===== src/rtl/gppm_sequencer_if.sv =====
// gppm_sequencer_if: bundles the program-load port, the start control, the
// datapath control outputs and the status outputs of gppm_sequencer.
//   slave  : sequencer side (takes program/start/isZero, drives datapath + status)
//   master : environment side (program loader, controller and datapath)
`timescale 1ns / 1ps
interface gppm_sequencer_if;
  logic        prog_we;
  logic [3:0]  prog_addr;
  logic [49:0] prog_data;
  logic        start;
  logic        isZero;
  logic [3:0]  raddr1;
  logic [3:0]  raddr2;
  logic [3:0]  waddr;
  logic        wen;
  logic        wdsrc;
  logic [3:0]  func;
  logic [31:0] constant;
  logic        busy;
  logic        done;
  logic        error;
  logic [3:0]  pc;

  modport master (
    output prog_we, prog_addr, prog_data, start, isZero,
    input  raddr1, raddr2, waddr, wen, wdsrc, func, constant, busy, done, error, pc
  );

  modport slave (
    input  prog_we, prog_addr, prog_data, start, isZero,
    output raddr1, raddr2, waddr, wen, wdsrc, func, constant, busy, done, error, pc
  );
endinterface


===== src/rtl/gppm_sequencer.sv =====
// gppm_sequencer: program sequencer for the GPPM register-file/ALU datapath.
// Holds a 16 x 50-bit instruction memory and, once started, retires one
// instruction per clock (LOADI / ALU / BEQZ / HALT) with a step watchdog.
// Ports:
//   clk    rising-edge clock
//   rst_n  synchronous active-low reset
//   bus    gppm_sequencer_if.slave: program port, start, isZero in;
//          raddr1/raddr2/waddr/wen/wdsrc/func/constant and busy/done/error/pc out
`timescale 1ns / 1ps
module gppm_sequencer #(
  parameter int unsigned MAX_STEPS = 255
) (
  input logic               clk,
  input logic               rst_n,
  gppm_sequencer_if.slave   bus
);

  localparam logic [1:0] StIdle = 2'd0;
  localparam logic [1:0] StRun  = 2'd1;
  localparam logic [1:0] StDone = 2'd2;
  localparam logic [1:0] StErr  = 2'd3;

  localparam logic [1:0] OpLoadi = 2'd0;
  localparam logic [1:0] OpAlu   = 2'd1;
  localparam logic [1:0] OpBeqz  = 2'd2;

  localparam logic [7:0] StepLast = 8'(MAX_STEPS - 1);

  logic [49:0] mem_q [16];
  logic [1:0]  state_q, state_d;
  logic [3:0]  pc_q, pc_d;
  logic [7:0]  steps_q, steps_d;

  logic [49:0] instr;
  logic [1:0]  op;
  logic [3:0]  fn, rd, rs1, rs2;
  logic [31:0] imm;

  assign instr = mem_q[pc_q];
  assign op    = instr[49:48];
  assign fn    = instr[47:44];
  assign rd    = instr[43:40];
  assign rs1   = instr[39:36];
  assign rs2   = instr[35:32];
  assign imm   = instr[31:0];

  // Program writes are dropped while running; not reset.
  always_ff @(posedge clk) begin
    if (bus.prog_we && (state_q != StRun)) begin
      mem_q[bus.prog_addr] <= bus.prog_data;
    end
  end

  always_comb begin
    state_d = state_q;
    pc_d    = pc_q;
    steps_d = steps_q;
    if (state_q == StRun) begin
      if (op == 2'd3) begin
        state_d = StDone;
      end else begin
        steps_d = steps_q + 8'd1;
        pc_d    = ((op == OpBeqz) && bus.isZero) ? imm[3:0] : pc_q + 4'd1;
        // The instruction retiring at the limit still completes, then we stop.
        if (steps_q == StepLast) begin
          state_d = StErr;
        end
      end
    end else if (bus.start) begin
      state_d = StRun;
      pc_d    = 4'd0;
      steps_d = 8'd0;
    end
  end

  always_ff @(posedge clk) begin
    if (!rst_n) begin
      state_q <= StIdle;
      pc_q    <= 4'd0;
      steps_q <= 8'd0;
    end else begin
      state_q <= state_d;
      pc_q    <= pc_d;
      steps_q <= steps_d;
    end
  end

  always_comb begin
    bus.raddr1   = 4'd0;
    bus.raddr2   = 4'd0;
    bus.waddr    = 4'd0;
    bus.wen      = 1'b0;
    bus.wdsrc    = 1'b0;
    bus.func     = 4'd0;
    bus.constant = 32'd0;
    if (state_q == StRun) begin
      case (op)
        OpLoadi: begin
          bus.wen      = 1'b1;
          bus.waddr    = rd;
          bus.constant = imm;
        end
        OpAlu: begin
          bus.wen    = 1'b1;
          bus.wdsrc  = 1'b1;
          bus.waddr  = rd;
          bus.raddr1 = rs1;
          bus.raddr2 = rs2;
          bus.func   = fn;
        end
        OpBeqz: begin
          bus.raddr1 = rs1;
          bus.raddr2 = rs2;
          bus.func   = fn;
        end
        default: ;
      endcase
    end
    // No datapath write may happen on a reset edge.
    if (!rst_n) begin
      bus.wen = 1'b0;
    end
  end

  assign bus.busy  = (state_q == StRun);
  assign bus.done  = (state_q == StDone);
  assign bus.error = (state_q == StErr);
  assign bus.pc    = pc_q;

endmodule


===== src/flat_wrapper.sv =====
// flat-port wrapper written by rule: the top's interface ports become plain ports
module gppm_sequencer_flat 
#(
  parameter int unsigned MAX_STEPS = 255
)
  (clk, rst_n, bus_prog_we, bus_prog_addr, bus_prog_data, bus_start, bus_isZero, bus_raddr1, bus_raddr2, bus_waddr, bus_wen, bus_wdsrc, bus_func, bus_constant, bus_busy, bus_done, bus_error, bus_pc);
  gppm_sequencer_if bus_i ();
  input logic clk;
  input logic rst_n;
  input wire logic [$bits(bus_i.prog_we)-1:0] bus_prog_we;
  input wire logic [$bits(bus_i.prog_addr)-1:0] bus_prog_addr;
  input wire logic [$bits(bus_i.prog_data)-1:0] bus_prog_data;
  input wire logic [$bits(bus_i.start)-1:0] bus_start;
  input wire logic [$bits(bus_i.isZero)-1:0] bus_isZero;
  output wire logic [$bits(bus_i.raddr1)-1:0] bus_raddr1;
  output wire logic [$bits(bus_i.raddr2)-1:0] bus_raddr2;
  output wire logic [$bits(bus_i.waddr)-1:0] bus_waddr;
  output wire logic [$bits(bus_i.wen)-1:0] bus_wen;
  output wire logic [$bits(bus_i.wdsrc)-1:0] bus_wdsrc;
  output wire logic [$bits(bus_i.func)-1:0] bus_func;
  output wire logic [$bits(bus_i.constant)-1:0] bus_constant;
  output wire logic [$bits(bus_i.busy)-1:0] bus_busy;
  output wire logic [$bits(bus_i.done)-1:0] bus_done;
  output wire logic [$bits(bus_i.error)-1:0] bus_error;
  output wire logic [$bits(bus_i.pc)-1:0] bus_pc;
  assign bus_i.prog_we = bus_prog_we;
  assign bus_i.prog_addr = bus_prog_addr;
  assign bus_i.prog_data = bus_prog_data;
  assign bus_i.start = bus_start;
  assign bus_i.isZero = bus_isZero;
  assign bus_raddr1 = bus_i.raddr1;
  assign bus_raddr2 = bus_i.raddr2;
  assign bus_waddr = bus_i.waddr;
  assign bus_wen = bus_i.wen;
  assign bus_wdsrc = bus_i.wdsrc;
  assign bus_func = bus_i.func;
  assign bus_constant = bus_i.constant;
  assign bus_busy = bus_i.busy;
  assign bus_done = bus_i.done;
  assign bus_error = bus_i.error;
  assign bus_pc = bus_i.pc;
  gppm_sequencer #(.MAX_STEPS(MAX_STEPS)) u_core (.clk(clk), .rst_n(rst_n), .bus(bus_i));
endmodule

===== config.mk =====
export PLATFORM = sky130hd
export DESIGN_NAME = gppm_sequencer_flat
export DESIGN_NICKNAME = d
export VERILOG_FILES = /design/src/rtl/gppm_sequencer_if.sv /design/src/rtl/gppm_sequencer.sv /design/src/flat_wrapper.sv
export SDC_FILE = /design/constraint.sdc
export NUM_CORES = 1
export LEC_CHECK = 0
export CELL_PAD_IN_SITES_DETAIL_PLACEMENT = 1
export CELL_PAD_IN_SITES_GLOBAL_PLACEMENT = 2
export CORE_ASPECT_RATIO = 0.9
export CORE_UTILIZATION = 52
export DETAILED_ROUTE_END_ITERATION = 12
export HOLD_SLACK_MARGIN = 0.08
export MAX_ROUTING_LAYER = met4
export PLACE_DENSITY = 0.94
export SYNTH_ARGS = -nofsm -noshare
export SYNTH_HDL_FRONTEND = slang
export SYNTH_SLANG_ARGS = --single-unit

===== constraint.sdc =====
create_clock -name clk -period 9 [get_ports clk]
set_input_delay 0.9 -clock clk [delete_from_list [all_inputs] [get_ports clk]]
set_output_delay 0.9 -clock clk [all_outputs]
set_load 0.02 [all_outputs]

==> flow_summary.yaml <==
run_status:
  status: "finished, violations left"
  violations: "design-rule violations"
global_routing:
  grtUsageMet1_pct: 34.7
  grt_pass1_wl_mm: 112
  use_met3_pct: 4.25
  grt_overflow: 0
  grt_start_max_net_pins: 155
  antenna_found_initial: 5
  grt_usage_pct: 26.5
  grt_pass1_vias: 16400
  top_usage_layer: "met2"
  met2_usage_pct: 43.1
min_path:
  hold_class: "flip-flop to flip-flop"
route:
  drc: 5
  wl_per_cell_um: 31.9
  routed_wl_mm: 76.3
  via_per_inst: 6.34
  ant_nets: 0
  drt_first_pass_iters: 11
  dr_total_vias: 15200
  drt_iter0_drc: 1699
timing:
  worstMarginPinSlew_ps: 1350
  post-route-period-util_pct: 69.8
  rsz0062_at_grt: "false"
  final_hold_viol_count: 0
  finalSetupViolations: 0
  skew_ps: 22.1
  fmax_mhz: 159
  setup_slack_ps: 2720
  maxSlewViolCount: 0
  final.min_clock_period_ps: 6280
  tns_ps: 0
  relSlewSlack_pct: 9.42
floorplan:
  rows: 85
  die_area_um2: 61500
  dieHeight_um: 235
  die_w_um: 261
  start_util_pct: 52.6
  coreArea_um2: 59800
  ios: 116
critical_path:
  crit_top_cell: "mux4_2"
  worstPathArrival_ps: 5380
  critPathCaptureType: "output port"
  crit_slowest_cell: "dfxtp_4"
  critPathKind: "flip-flop to output port"
  cp_max_fo: 46
  crit_required_ps: 8100
  slowest_delay_ps: 860
  path_delay_family: "buffers and inverters"
  path_cells: "buf_4 -> mux4_2 -> mux4_2 -> inv_2 -> ha_1 -> nand2_2 -> a211oi_1 -> clkdlybuf4s50_1"
  crit_path_start_kind: "flip-flop"
  critical_path_buf_inv_count: 3
synth:
  yosysTopAreaCell: "edfxtp_1"
  synth_seq_cells: 818
  syn-instance-count: 1393
  synthTopCellsByArea: "edfxtp_1 76%, mux4_2 15%, a211oi_1 2.0%"
  ys_types: 38
  synth_nets: 1459
  synth_edf_count: 800
  synth_warnings: 0
  yosysSeqAreaShare_pct: 77.5
  synth_area_um2: 31400
  syn_avg_cell_area_um2: 22.6
  synthFlopType: "edfxtp_1"
  async_flop_share_pct: 0
  synth_top_area_share_pct: 76.4
clock_network:
  cts_htree_levels: 3
  cts_inserted_buffers: 82
  ctsRootBufferMaster: "clkbuf_16"
  postCtsHoldBufs: 0
  cts_tree: "done"
  post_cts_buffers: 0
  clk_latency_ps: 650
  path_clk_slew_ps: 60
  clock_path_buffers: 3
  clkSinkCount: 818
  ctsResizeCount: 0
job:
  cap_violations: 0
placed_design:
  hpwl_mm: 38.8
  pre_cts_slack_ps: 3410
  place_congestion: 0.763
  portBuffers: 115
  dp.cells: 2240
power_and_ir_drop:
  irDropWorstVdd_mv: 0.191
  power_mw: 8.05
  powerDensity_nw_per_um2: 223
  p_leak_nw: 10.8
cells_and_area:
  drive_gt1_share_pct: 22.3
  layout_common_cells: "800 x edfxtp_1, 205 x mux4_2, 115 x clkdlybuf4s50_1, 83 x a211oi_1, 83 x clkbuf_16"
  fin_util_pct: 60.4
  layoutNonFillerInstCount: 2394
  final_common_cell: "edfxtp_1"
  syn_to_final_growth_pct: 14.9
  nets: 1607
==> registers in the layout (all words and copies together), names as in the netlist, named ones only <==
signal,count
u_core.state_q,2
u_core.bus.pc,4
u_core.steps_q,8
u_core.mem_q,800
==> metal layers <==
layer  vias to the layer above  part of all wire [%]
met4                         0                   2.4
li1                       6230                     -
met5                         -                     0
met3                       137                   6.0
met1                      8195                    40
met2                       610                    52
==> path summary, 6_finish.rpt <==
path	cells past startpoint	endpoint	startpoint	slack [ps]
setup / recovery	8	bus_constant[4]	flip-flop	2720
hold / removal	2	u_core.steps_q[7]	u_core.steps_q[7]	540
setup reg to reg	9	u_core.steps_q[5]	flip-flop	4710
hold reg to reg	2	u_core.steps_q[7]	u_core.steps_q[7]	540
==> worst reg2reg max path, cell delays in order, from the launching register on <==
cell     delay (ps)
dfxtp_4         860
buf_4           730
mux4_2          410
mux4_2          530
ha_1            310
nor3b_1         450
a21oi_1         300
nor3_1          370
xnor2_1         180
nor2_1           60
==> through the flow <==
step | cell area [um2] | hold WS, ps
CTS | 36100 | 543
global route | 36100 | 590
floorplan | 31400 | 471
global placement | 33500 | 487
finish | 36100 | 543
detailed placement | 33500 | 526
==> layout make-up <==
| class | count | area, um2 |
|---|---|---|
| clock inverters | 37 | 437 |
| well taps | 783 | 980 |
| repair buffers | 139 | 1340 |
| multi-input cells | 494 | 6740 |
| clock buffers | 113 | 2190 |
| diodes | 4 | 10.0 |
| inverters | 6 | 22.5 |
| fillers | 4899 | 23600 |
| flip-flops and latches | 818 | 24400 |
==> cell families (layout without fill, tap and decap cells) <==
family                     Yosys count  count (layout)  share of synthesized area [%]
DFF                                818             818                           77.5
AOI/OAI and AO/OA                  112             112                           2.52
buffers and inverters               81             295                           1.36
adders and majority gates            7               7                          0.279
xor gates and xnor gates             6               6                          0.167
other                                0               4                              0
muxes                              247             247                           16.0
and+or+nand+nor                    122             122                           2.10
==> power by group <==
part / leakage (nW) / internal (mW) / switching (mW)
logic: 2.16 / 0.175 / 0.238
registers: 7.36 / 4.22 / 0.0222
clock network: 1.27 / 1.97 / 1.42
total: 10.8 / 6.37 / 1.68
==> synthesized netlist by cell type, types with 6 or more instances <==
library cell	number
nand2_1	14
ha_1	7
buf_1	6
edfxtp_1	800
nor3_1	8
nand3_1	8
clkbuf_1	26
buf_4	21
dfxtp_1	18
a21oi_1	11
nor2b_1	46
buf_2	19
nand2b_1	6
mux2i_1	42
mux4_2	205
nor2_1	24
a211oi_1	83
(Power assumes the default switching activity.)
